## src/rtl/sel_ctrl_pkg.sv

```systemverilog
// Package: sel_ctrl_pkg
// Purpose: Shared types and helpers for the pattern-select button controller.
//   - sel_state_e : press-tracking FSM encoding
//   - SEL_W       : width of the pattern select
//   - next_sel()  : wrapping advance shared by the press and auto-cycle paths
package sel_ctrl_pkg;

    localparam int unsigned SEL_W = 2;

    typedef enum logic [1:0] {
        ST_IDLE    = 2'd0,
        ST_PRESSED = 2'd1,
        ST_HELD    = 2'd2
    } sel_state_e;

    // Advance the select, wrapping to 0 after the last pattern.
    function automatic logic [SEL_W-1:0] next_sel(input logic [SEL_W-1:0] cur,
                                                  input int unsigned       num);
        if (32'(cur) >= num - 1) begin
            return '0;
        end
        return cur + 1'b1;
    endfunction

endpackage

```

## src/rtl/btn_debounce.sv

```systemverilog
// Module: btn_debounce
// Purpose: Two-flop synchroniser followed by a counting debouncer for one raw button.
// Ports:
//   i_clk   in  system clock
//   i_rst   in  synchronous reset, active-low
//   i_raw   in  raw asynchronous button level
//   o_level out debounced level; follows a steady input DB_CYCLES+2 clocks later
module btn_debounce #(
    parameter int unsigned DB_CYCLES = 8
) (
    input  logic i_clk,
    input  logic i_rst,
    input  logic i_raw,
    output logic o_level
);

    localparam int unsigned CntW = (DB_CYCLES > 1) ? $clog2(DB_CYCLES) : 1;
    localparam logic [CntW-1:0] CntMax = CntW'(DB_CYCLES - 1);

    logic            sync1_q;
    logic            sync2_q;
    logic            level_q;
    logic [CntW-1:0] cnt_q;

    always_ff @(posedge i_clk) begin
        if (!i_rst) begin
            sync1_q <= 1'b0;
            sync2_q <= 1'b0;
            level_q <= 1'b0;
            cnt_q   <= '0;
        end else begin
            sync1_q <= i_raw;
            sync2_q <= sync1_q;
            // Any cycle of agreement restarts the count, so short glitches never flip the level.
            if (sync2_q != level_q) begin
                if (cnt_q == CntMax) begin
                    level_q <= sync2_q;
                    cnt_q   <= '0;
                end else begin
                    cnt_q <= cnt_q + 1'b1;
                end
            end else begin
                cnt_q <= '0;
            end
        end
    end

    assign o_level = level_q;

endmodule

```

## src/rtl/sel_button_ctrl.sv

```systemverilog
// Module: sel_button_ctrl
// Purpose: Turns one push-button into the 2-bit pattern select for the pattern mux.
//   Short press advances the pattern, long press returns to pattern 0.
//   Optional feature macro: SEL_AUTO_CYCLE_EN -- auto-advance every AUTO_TICKS i_tick pulses
//   while the button is idle. Without it i_tick is ignored; the port list is the same.
// Ports:
//   i_clk     in  system clock
//   i_rst     in  synchronous reset, active-low
//   i_btn     in  raw push-button, 1 = pressed
//   i_tick    in  one-clock slow strobe (auto-cycle only)
//   o_sel     out pattern select
//   o_sel_chg out one-clock pulse in the cycle o_sel takes a new value
//   o_btn_db  out debounced button level
module sel_button_ctrl
    import sel_ctrl_pkg::*;
#(
    parameter int unsigned DB_CYCLES    = 8,
    parameter int unsigned HOLD_CYCLES  = 64,
    parameter int unsigned NUM_PATTERNS = 4,
    parameter int unsigned AUTO_TICKS   = 8
) (
    input  logic             i_clk,
    input  logic             i_rst,
    input  logic             i_btn,
    input  logic             i_tick,
    output logic [SEL_W-1:0] o_sel,
    output logic             o_sel_chg,
    output logic             o_btn_db
);

    localparam int unsigned HoldW = (HOLD_CYCLES > 1) ? $clog2(HOLD_CYCLES) : 1;
    localparam logic [HoldW-1:0] HoldMax = HoldW'(HOLD_CYCLES - 1);

    logic btn_db;

    btn_debounce #(
        .DB_CYCLES (DB_CYCLES)
    ) u_debounce (
        .i_clk   (i_clk),
        .i_rst   (i_rst),
        .i_raw   (i_btn),
        .o_level (btn_db)
    );

    sel_state_e       state_q;
    logic [HoldW-1:0] hold_cnt_q;
    logic [SEL_W-1:0] sel_q;
    logic             sel_chg_q;

`ifdef SEL_AUTO_CYCLE_EN
    localparam int unsigned AutoW = (AUTO_TICKS > 1) ? $clog2(AUTO_TICKS) : 1;
    localparam logic [AutoW-1:0] AutoMax = AutoW'(AUTO_TICKS - 1);
    logic [AutoW-1:0] auto_cnt_q;
`else
    logic unused_cfg;
    assign unused_cfg = i_tick ^ (AUTO_TICKS == 0);
`endif

    always_ff @(posedge i_clk) begin
        if (!i_rst) begin
            state_q    <= ST_IDLE;
            hold_cnt_q <= '0;
            sel_q      <= '0;
            sel_chg_q  <= 1'b0;
`ifdef SEL_AUTO_CYCLE_EN
            auto_cnt_q <= '0;
`endif
        end else begin
            sel_chg_q <= 1'b0;
            unique case (state_q)
                ST_IDLE: begin
                    if (btn_db) begin
                        state_q    <= ST_PRESSED;
                        hold_cnt_q <= '0;
`ifdef SEL_AUTO_CYCLE_EN
                        auto_cnt_q <= '0;
`endif
                    end
`ifdef SEL_AUTO_CYCLE_EN
                    else if (i_tick) begin
                        if (auto_cnt_q == AutoMax) begin
                            sel_q      <= next_sel(sel_q, NUM_PATTERNS);
                            sel_chg_q  <= 1'b1;
                            auto_cnt_q <= '0;
                        end else begin
                            auto_cnt_q <= auto_cnt_q + 1'b1;
                        end
                    end
`endif
                end
                ST_PRESSED: begin
                    if (!btn_db) begin
                        // Short press; ticks are not counted here so the press is the only advance.
                        state_q   <= ST_IDLE;
                        sel_q     <= next_sel(sel_q, NUM_PATTERNS);
                        sel_chg_q <= 1'b1;
`ifdef SEL_AUTO_CYCLE_EN
                        auto_cnt_q <= '0;
`endif
                    end else if (hold_cnt_q == HoldMax) begin
                        // Long press: forced to 0 and flagged even if already 0.
                        state_q   <= ST_HELD;
                        sel_q     <= '0;
                        sel_chg_q <= 1'b1;
                    end else begin
                        hold_cnt_q <= hold_cnt_q + 1'b1;
                    end
                end
                ST_HELD: begin
                    if (!btn_db) begin
                        state_q <= ST_IDLE;
                    end
                end
                default: state_q <= ST_IDLE;
            endcase
        end
    end

    assign o_sel     = sel_q;
    assign o_sel_chg = sel_chg_q;
    assign o_btn_db  = btn_db;

endmodule
```

## config.mk

```make
export PLATFORM = sky130hd
export DESIGN_NAME = sel_button_ctrl
export DESIGN_NICKNAME = d
export VERILOG_FILES = /design/src/rtl/sel_ctrl_pkg.sv /design/src/rtl/btn_debounce.sv /design/src/rtl/sel_button_ctrl.sv
export SDC_FILE = /design/constraint.sdc
export NUM_CORES = 1
export LEC_CHECK = 0
export CELL_PAD_IN_SITES_DETAIL_PLACEMENT = 1
export CELL_PAD_IN_SITES_GLOBAL_PLACEMENT = 1
export CORE_MARGIN = 1.5
export CORE_UTILIZATION = 34
export DETAILED_ROUTE_END_ITERATION = 10
export GPL_TIMING_DRIVEN = 0
export MAX_ROUTING_LAYER = met4
export PLACE_DENSITY = 0.69
export SLEW_MARGIN = 20
export SYNTH_ARGS = -nofsm -noshare
export SYNTH_HDL_FRONTEND = slang
export SYNTH_SLANG_ARGS = --single-unit
export TNS_END_PERCENT = 1
```

## constraint.sdc

```tcl
create_clock -name i_clk -period 1.4 [get_ports i_clk]
set_clock_uncertainty 0.05 [all_clocks]
set_input_delay 0.14 -clock i_clk [delete_from_list [all_inputs] [get_ports i_clk]]
set_output_delay 0.14 -clock i_clk [all_outputs]
set_load 0.01 [all_outputs]
```

# Word-level counts from Yosys, hierarchy flattened
# Cells that the tools add are included.
[totals]
ff_bits = 17
out_inout_bits = 4
[classes]
n_eq_ne = 11
n_bitwise = 2
mux = 19
n_addsub = 3
n_reduce_logical = 8
order_cmp = 1
[ops]
columns = ["cell", "count"]
rows = [
  ["6-bit 2-to-1 mux", 3],
  ["2-bit 2-to-1 mux", 8],
  ["6-bit case mux with 2 select lines", 1],
  ["6-bit by 1-bit adder with 6-bit output (second input constant)", 1],
  ["6-bit == test (second input constant)", 1],
  ["1-bit 2-to-1 mux", 6],
  ["2-bit != test (second input constant)", 3],
  ["2-bit case mux with 3 select lines", 1],
  ["2-bit AND reduction", 3],
  ["2-bit by 1-bit != test with 1-bit output (second input constant)", 2],
  ["4-bit AND reduction", 1],
  ["3-bit by 1-bit adder with 3-bit output (second input constant)", 1],
  ["3-bit == test (second input constant)", 1],
  ["3-bit != test (second input constant)", 1],
  ["3-bit AND reduction", 1],
  ["3-bit OR reduction", 1],
  ["2-bit by 1-bit adder with 2-bit output (second input constant)", 1],
  ["2-bit by 1-bit == test with 1-bit output (second input constant)", 1],
  ["2-bit == test (second input constant)", 1],
  ["2-bit >= comparator (second input constant)", 1],
  ["2-bit logical NOT", 1],
  ["1-bit NOT", 2],
  ["2-bit nonzero test", 1],
  ["1-bit != test", 1],
]

# Depth between registers and ports, before layout
[depth]
depth_word = 7
ltp_mapped = 5
depth_no_buf = 5

# Hierarchy
# Synthesis repeated with hierarchy kept, for this count alone.
[unflattened]
cells_unflattened = 84
hier_area_um2 = 809.5
[by_module_without_submodules]
columns = ["module", "cells_per_inst", "n_inst", "area_each_um2"]
rows = [
  ["sel_button_ctrl", 67, 1, 599.3],
  ["btn_debounce", 17, 1, 210.2],
]

# Worst setup path after synthesis
# Ideal clock, no wire load.
[synth_timing]
path_kind = "reg2reg"
from = "register hold_cnt_q[0]"
to = "register hold_cnt_q[5]"
synth_period_minus_slack_ns = 1.397
path_stages_with_launch = 6
arrival_time_ns = 1.232
t_required_ns = 1.235
setup_slack_ns = 0.003
cell_sequence = "dfxtp_1 -> ha_1 -> and4_4 -> a31oi_4 -> a21oi_1 -> o21a_1"
[synth_between]
elab_chain_cells = 4
word_cells_on_any_way = 7
classes_between = "add/sub: 1; eq/ne: 2; mux: 3; reduce/logical: 1"
[synth_lines]
columns = ["item", "line", "rtl"]
rows = [
  ["from (decl)", "sel_button_ctrl.sv:46", "logic [HoldW-1:0] hold_cnt_q;"],
  ["from (signal assigned)", "sel_button_ctrl.sv:106", "hold_cnt_q <= hold_cnt_q + 1'b1;"],
  ["6-bit by 1-bit adder with 6-bit output", "sel_button_ctrl.sv:106", ""],
  ["6-bit 2-to-1 mux", "sel_button_ctrl.sv:100", "end else if (hold_cnt_q == HoldMax) begin"],
  ["6-bit 2-to-1 mux", "sel_button_ctrl.sv:92", "if (!btn_db) begin"],
  ["6-bit case mux with 2 select lines", "sel_button_ctrl.sv:70", "unique case (state_q)"],
]
# Several ways; a longest one is shown, not always the timed one. The select of a mux whose other input is x is not followed.
# A chain may end at the register's enable or synchronous reset.

# Final worst setup path
[layout_timing]
from = "register hold_cnt_q[0]"
to = "register hold_cnt_q[2]"
# The elaborated chain is that of the path after synthesis.

==> run_summary.xml <==
<?xml version="1.0" encoding="UTF-8"?>
<metrics>
  <group name="status">
    <metric name="run_status" unit="">complete, but fails checks</metric>
    <metric name="failing_checks" unit="">negative setup slack</metric>
  </group>
  <group name="yosys">
    <metric name="post_synthesis_cell_count" unit="">79</metric>
    <metric name="mappedNetlistArea" unit="µm²">758</metric>
    <metric name="syn_avg_cell_area" unit="µm²">9.60</metric>
    <metric name="yosysUniqueCellTypes" unit="">33</metric>
    <metric name="ys_seq_elements" unit="">17</metric>
    <metric name="synth_fp_nets" unit="">87</metric>
    <metric name="yosys_warnings" unit="">0</metric>
    <metric name="ys_seq_area_share" unit="%">44.9</metric>
  </group>
  <group name="floorplanning">
    <metric name="ios" unit="">8</metric>
    <metric name="die_width" unit="µm">50.2</metric>
    <metric name="std_cell_rows" unit="">16</metric>
    <metric name="core" unit="µm²">2020</metric>
    <metric name="chipHeight" unit="µm">50.2</metric>
    <metric name="die_area" unit="µm²">2520</metric>
    <metric name="initial_utilization" unit="%">37.5</metric>
  </group>
  <group name="place">
    <metric name="final_gp_congestion" unit="">0.772</metric>
    <metric name="detailedPlacementHpwl" unit="mm">1.09</metric>
    <metric name="place_worst_setup_slack" unit="ns">-0.136</metric>
    <metric name="io_buffer_count" unit="">6</metric>
    <metric name="numPlacedInstances" unit="">112</metric>
  </group>
  <group name="detailed_routing">
    <metric name="vias_per_cell" unit="">5.14</metric>
    <metric name="postRouteAntennaNets" unit="">0</metric>
    <metric name="drt_iter0_drc" unit="">15</metric>
    <metric name="routed_wire_length_per_instance" unit="µm">13.1</metric>
    <metric name="routed_wl" unit="mm">1.56</metric>
    <metric name="routed_via_count" unit="">612</metric>
    <metric name="detail_route.first_pass.iterations" unit="">3</metric>
    <metric name="number_of_design_rule_violations_left_after_detail_routing" unit="">0</metric>
  </group>
  <group name="global_route">
    <metric name="grt_pass1_vias" unit="">647</metric>
    <metric name="grt_pass1_wl" unit="mm">2.98</metric>
    <metric name="grtUsageMet1" unit="%">20.1</metric>
    <metric name="pin_count_of_the_biggest_net_entering_global_routing" unit="">11</metric>
    <metric name="groute.layer.met3.usage" unit="%">3.57</metric>
    <metric name="antenna_violations_before_repair" unit="">0</metric>
    <metric name="globalRouteOverflowTotal" unit="">0</metric>
    <metric name="met2_usage" unit="%">23.7</metric>
    <metric name="grt_busiest_layer" unit="">met2</metric>
    <metric name="grt_use_total" unit="%">15.9</metric>
  </group>
  <group name="timing">
    <metric name="rsz0062_at_grt" unit="">yes</metric>
    <metric name="post-route-period-util" unit="%">102</metric>
    <metric name="max_freq" unit="MHz">701</metric>
    <metric name="setup_viol" unit="">3</metric>
    <metric name="timing.final.crit_period" unit="ns">1.43</metric>
    <metric name="hold_violations" unit="">0</metric>
    <metric name="max-slew-margin-rel" unit="%">75.4</metric>
    <metric name="timing.final.ws_setup" unit="ns">-0.0257</metric>
    <metric name="worst_pin_slew" unit="ns">0.369</metric>
    <metric name="drv_slew" unit="">0</metric>
  </group>
  <group name="power_and_ir_drop">
    <metric name="power.share.clock" unit="%">34.4</metric>
    <metric name="leak" unit="nW">0.373</metric>
    <metric name="irDropWorstVdd" unit="mV">0.476</metric>
    <metric name="power.switching" unit="µW">172</metric>
    <metric name="power_density" unit="nW/µm²">826</metric>
    <metric name="p_int" unit="µW">601</metric>
    <metric name="power.combinational.fraction" unit="%">2.6</metric>
    <metric name="swShare" unit="%">22.2</metric>
    <metric name="seq_power_share" unit="%">63.0</metric>
  </group>
  <group name="cts">
    <metric name="hold_buffers" unit="">0</metric>
    <metric name="cts_buffer_depth" unit="">2</metric>
    <metric name="clk_latency" unit="ns">0.29</metric>
    <metric name="ctsHtreeMaxLevel" unit="">1</metric>
    <metric name="number_of_buffers_created_by_cts" unit="">3</metric>
    <metric name="root_buffer" unit="">sky130_fd_sc_hd__clkbuf_4</metric>
    <metric name="cts.reportedPaths.clkPinSlew" unit="ns">0.10</metric>
    <metric name="numClockSinks" unit="">17</metric>
    <metric name="cts_tree" unit="">done</metric>
  </group>
  <group name="worst_hold_path">
    <metric name="hold_start" unit="">i_btn</metric>
    <metric name="worst_hold_path_type" unit="">in2reg</metric>
  </group>
  <group name="finish">
    <metric name="layout_common_cells" unit="">sky130_fd_sc_hd__dfxtp_1, sky130_fd_sc_hd__nor2_1, sky130_fd_sc_hd__and2_1, sky130_fd_sc_hd__nand2_1</metric>
    <metric name="areaGrowthSynthToFinish" unit="%">23.3</metric>
    <metric name="antenna_cells_inserted" unit="">0</metric>
    <metric name="most_common_library_cell_in_the_layout_ignoring_fill_and_taps" unit="">sky130_fd_sc_hd__dfxtp_1</metric>
    <metric name="layout.cells.non_filler" unit="">119</metric>
    <metric name="finish.net_count" unit="">101</metric>
    <metric name="drive_gt1_share" unit="%">21.7</metric>
  </group>
  <group name="worst_setup_path">
    <metric name="crit_path_start_kind" unit="">register</metric>
    <metric name="regToRegStartpoint" unit="">hold_cnt_q[0]$_SDFFE_PN0P_</metric>
    <metric name="criticalPathCategory" unit="">reg2reg</metric>
    <metric name="worst_r2r_path_depth" unit="">5</metric>
    <metric name="worst-endpoint-arrival" unit="ns">1.56</metric>
    <metric name="critical_path_peak_fanout" unit="">7</metric>
    <metric name="r2r_slack" unit="ns">-0.03</metric>
    <metric name="critical_path_end" unit="">hold_cnt_q[2]$_SDFFE_PN0P_</metric>
    <metric name="cp.required" unit="ns">1.53</metric>
    <metric name="worst_setup_path_end_kind" unit="">register</metric>
    <metric name="worst_r2r_endpoint" unit="">hold_cnt_q[2]$_SDFFE_PN0P_</metric>
    <metric name="critPathLaunch" unit="">hold_cnt_q[0]$_SDFFE_PN0P_</metric>
  </group>
  <group name="job">
    <metric name="maxCapViolCount" unit="">0</metric>
  </group>
</metrics>
## layout make-up
cell class,count,area (µm²)
clock inverter,1,5.00
buffer,2,15.0
tap,27,33.8
timing repair buffer,9,82.6
fill,249,1090
multi-input combinational,57,419
sequential,17,345
clock buffer,3,22.5
inverter,3,11.3
## sequential cells by signal (all words and copies together) (netlist names)
name / flops
u_debounce.sync1_q: 1
state_q: 2
o_sel_chg: 1
o_sel: 2
u_debounce.sync2_q: 1
u_debounce.o_level: 1
hold_cnt_q: 6
u_debounce.cnt_q: 3
## cells in the mapped netlist, drive strengths merged
library cell / number / area [µm²]
a2bb2oi: 1 / 8.76
nand3: 4 / 20.0
and2: 6 / 38.8
and3: 1 / 6.26
nor2b: 1 / 6.26
nor3: 1 / 5.00
o21a: 2 / 15.0
buf: 1 / 11.3
and4: 1 / 11.3
o22ai: 2 / 12.5
nand2b: 4 / 25.0
nor2: 6 / 22.5
or4: 1 / 7.51
mux2i: 1 / 10.0
ha: 4 / 50.1
o21ai: 3 / 15.0
inv: 3 / 11.3
nand3b: 2 / 18.8
a311oi: 1 / 8.76
clkbuf: 1 / 3.75
nand2: 6 / 25.0
dfxtp: 17 / 340
nor4: 2 / 12.5
xnor2: 1 / 8.76
o221a: 1 / 11.3
a21oi: 4 / 23.8
a31oi: 1 / 21.3
a21boi: 1 / 7.51
## how the worst min path moves through the flow
| stage | end | cells after the start | slack, ns |
|---|---|---|---|
| final | u_debounce.sync1_q$_SDFF_PN0_ | 2 | 0.37 |
| after floorplan | u_debounce.sync1_q$_SDFF_PN0_ | 1 | 0.22 |
| after global placement | u_debounce.sync2_q$_SDFF_PN0_ | 1 | 0.37 |
| after global routing | u_debounce.sync1_q$_SDFF_PN0_ | 2 | 0.39 |
| after CTS | u_debounce.sync1_q$_SDFF_PN0_ | 2 | 0.36 |
| after detailed placement | u_debounce.sync2_q$_SDFF_PN0_ | 1 | 0.37 |
## per-stage QoR
stage                     utilization (%)  TNS [ns]  area, µm²  hold WS [ns]  power (mW)
after floorplan                         -         0        758         0.217       0.509
after global placement               42.1    -0.616        852         0.366       0.520
after detailed placement             42.1    -0.768        852         0.373       0.520
after CTS                            44.5   -0.0248        900         0.355       0.789
after global routing                 46.2    -0.318        935         0.387       0.814
final                                46.2   -0.0456        935         0.366       0.772
## worst max-delay path, cell delays in order, from the launching register on
cell and delay [ns]:
sky130_fd_sc_hd__dfxtp_4 0.37, sky130_fd_sc_hd__ha_4 0.16, sky130_fd_sc_hd__and4_4 0.21, sky130_fd_sc_hd__a31oi_4 0.28, sky130_fd_sc_hd__o21a_1 0.18, sky130_fd_sc_hd__o22ai_1 0.08
## power by group through the flow
stage | logic (mW) | clock network, mW | registers [mW]
floorplan | 0.0101 | 0 | 0.499
global placement | 0.0203 | 0 | 0.499
detailed placement | 0.0206 | 0 | 0.500
CTS | 0.0205 | 0.280 | 0.488
global route | 0.0235 | 0.303 | 0.487
finish | 0.0205 | 0.265 | 0.486
## kinds of logic (layout without fill, tap and decap cells)
family                     after synthesis  in the layout  share of synthesized area [%]
muxes                                    1              1                           1.32
xor gates and xnor gates                 1              1                           1.16
AOI/OAI and AO/OA                       16             16                           16.3
DFF                                     17             17                           44.9
buffers and inverters                    5             18                           3.46
and+or+nand+nor                         35             35                           26.2
adders and majority gates                4              4                           6.60
## layer usage
layer	wire length (µm)	up-vias
met5	0	-
met4	34	0
met3	40	4
met2	700	8
met1	787	294
li1	-	306
## repair_timing
| action | CTS | global route |
|---|---|---|
| pin swaps | 1 | 5 |
| gates resized for setup | 7 | 5 |
| setup buffers | 0 | 3 |
| setup endpoints to repair | 13 | 10 |
| gates cloned | 0 | 0 |
Power figures use the tool's default switching activity.
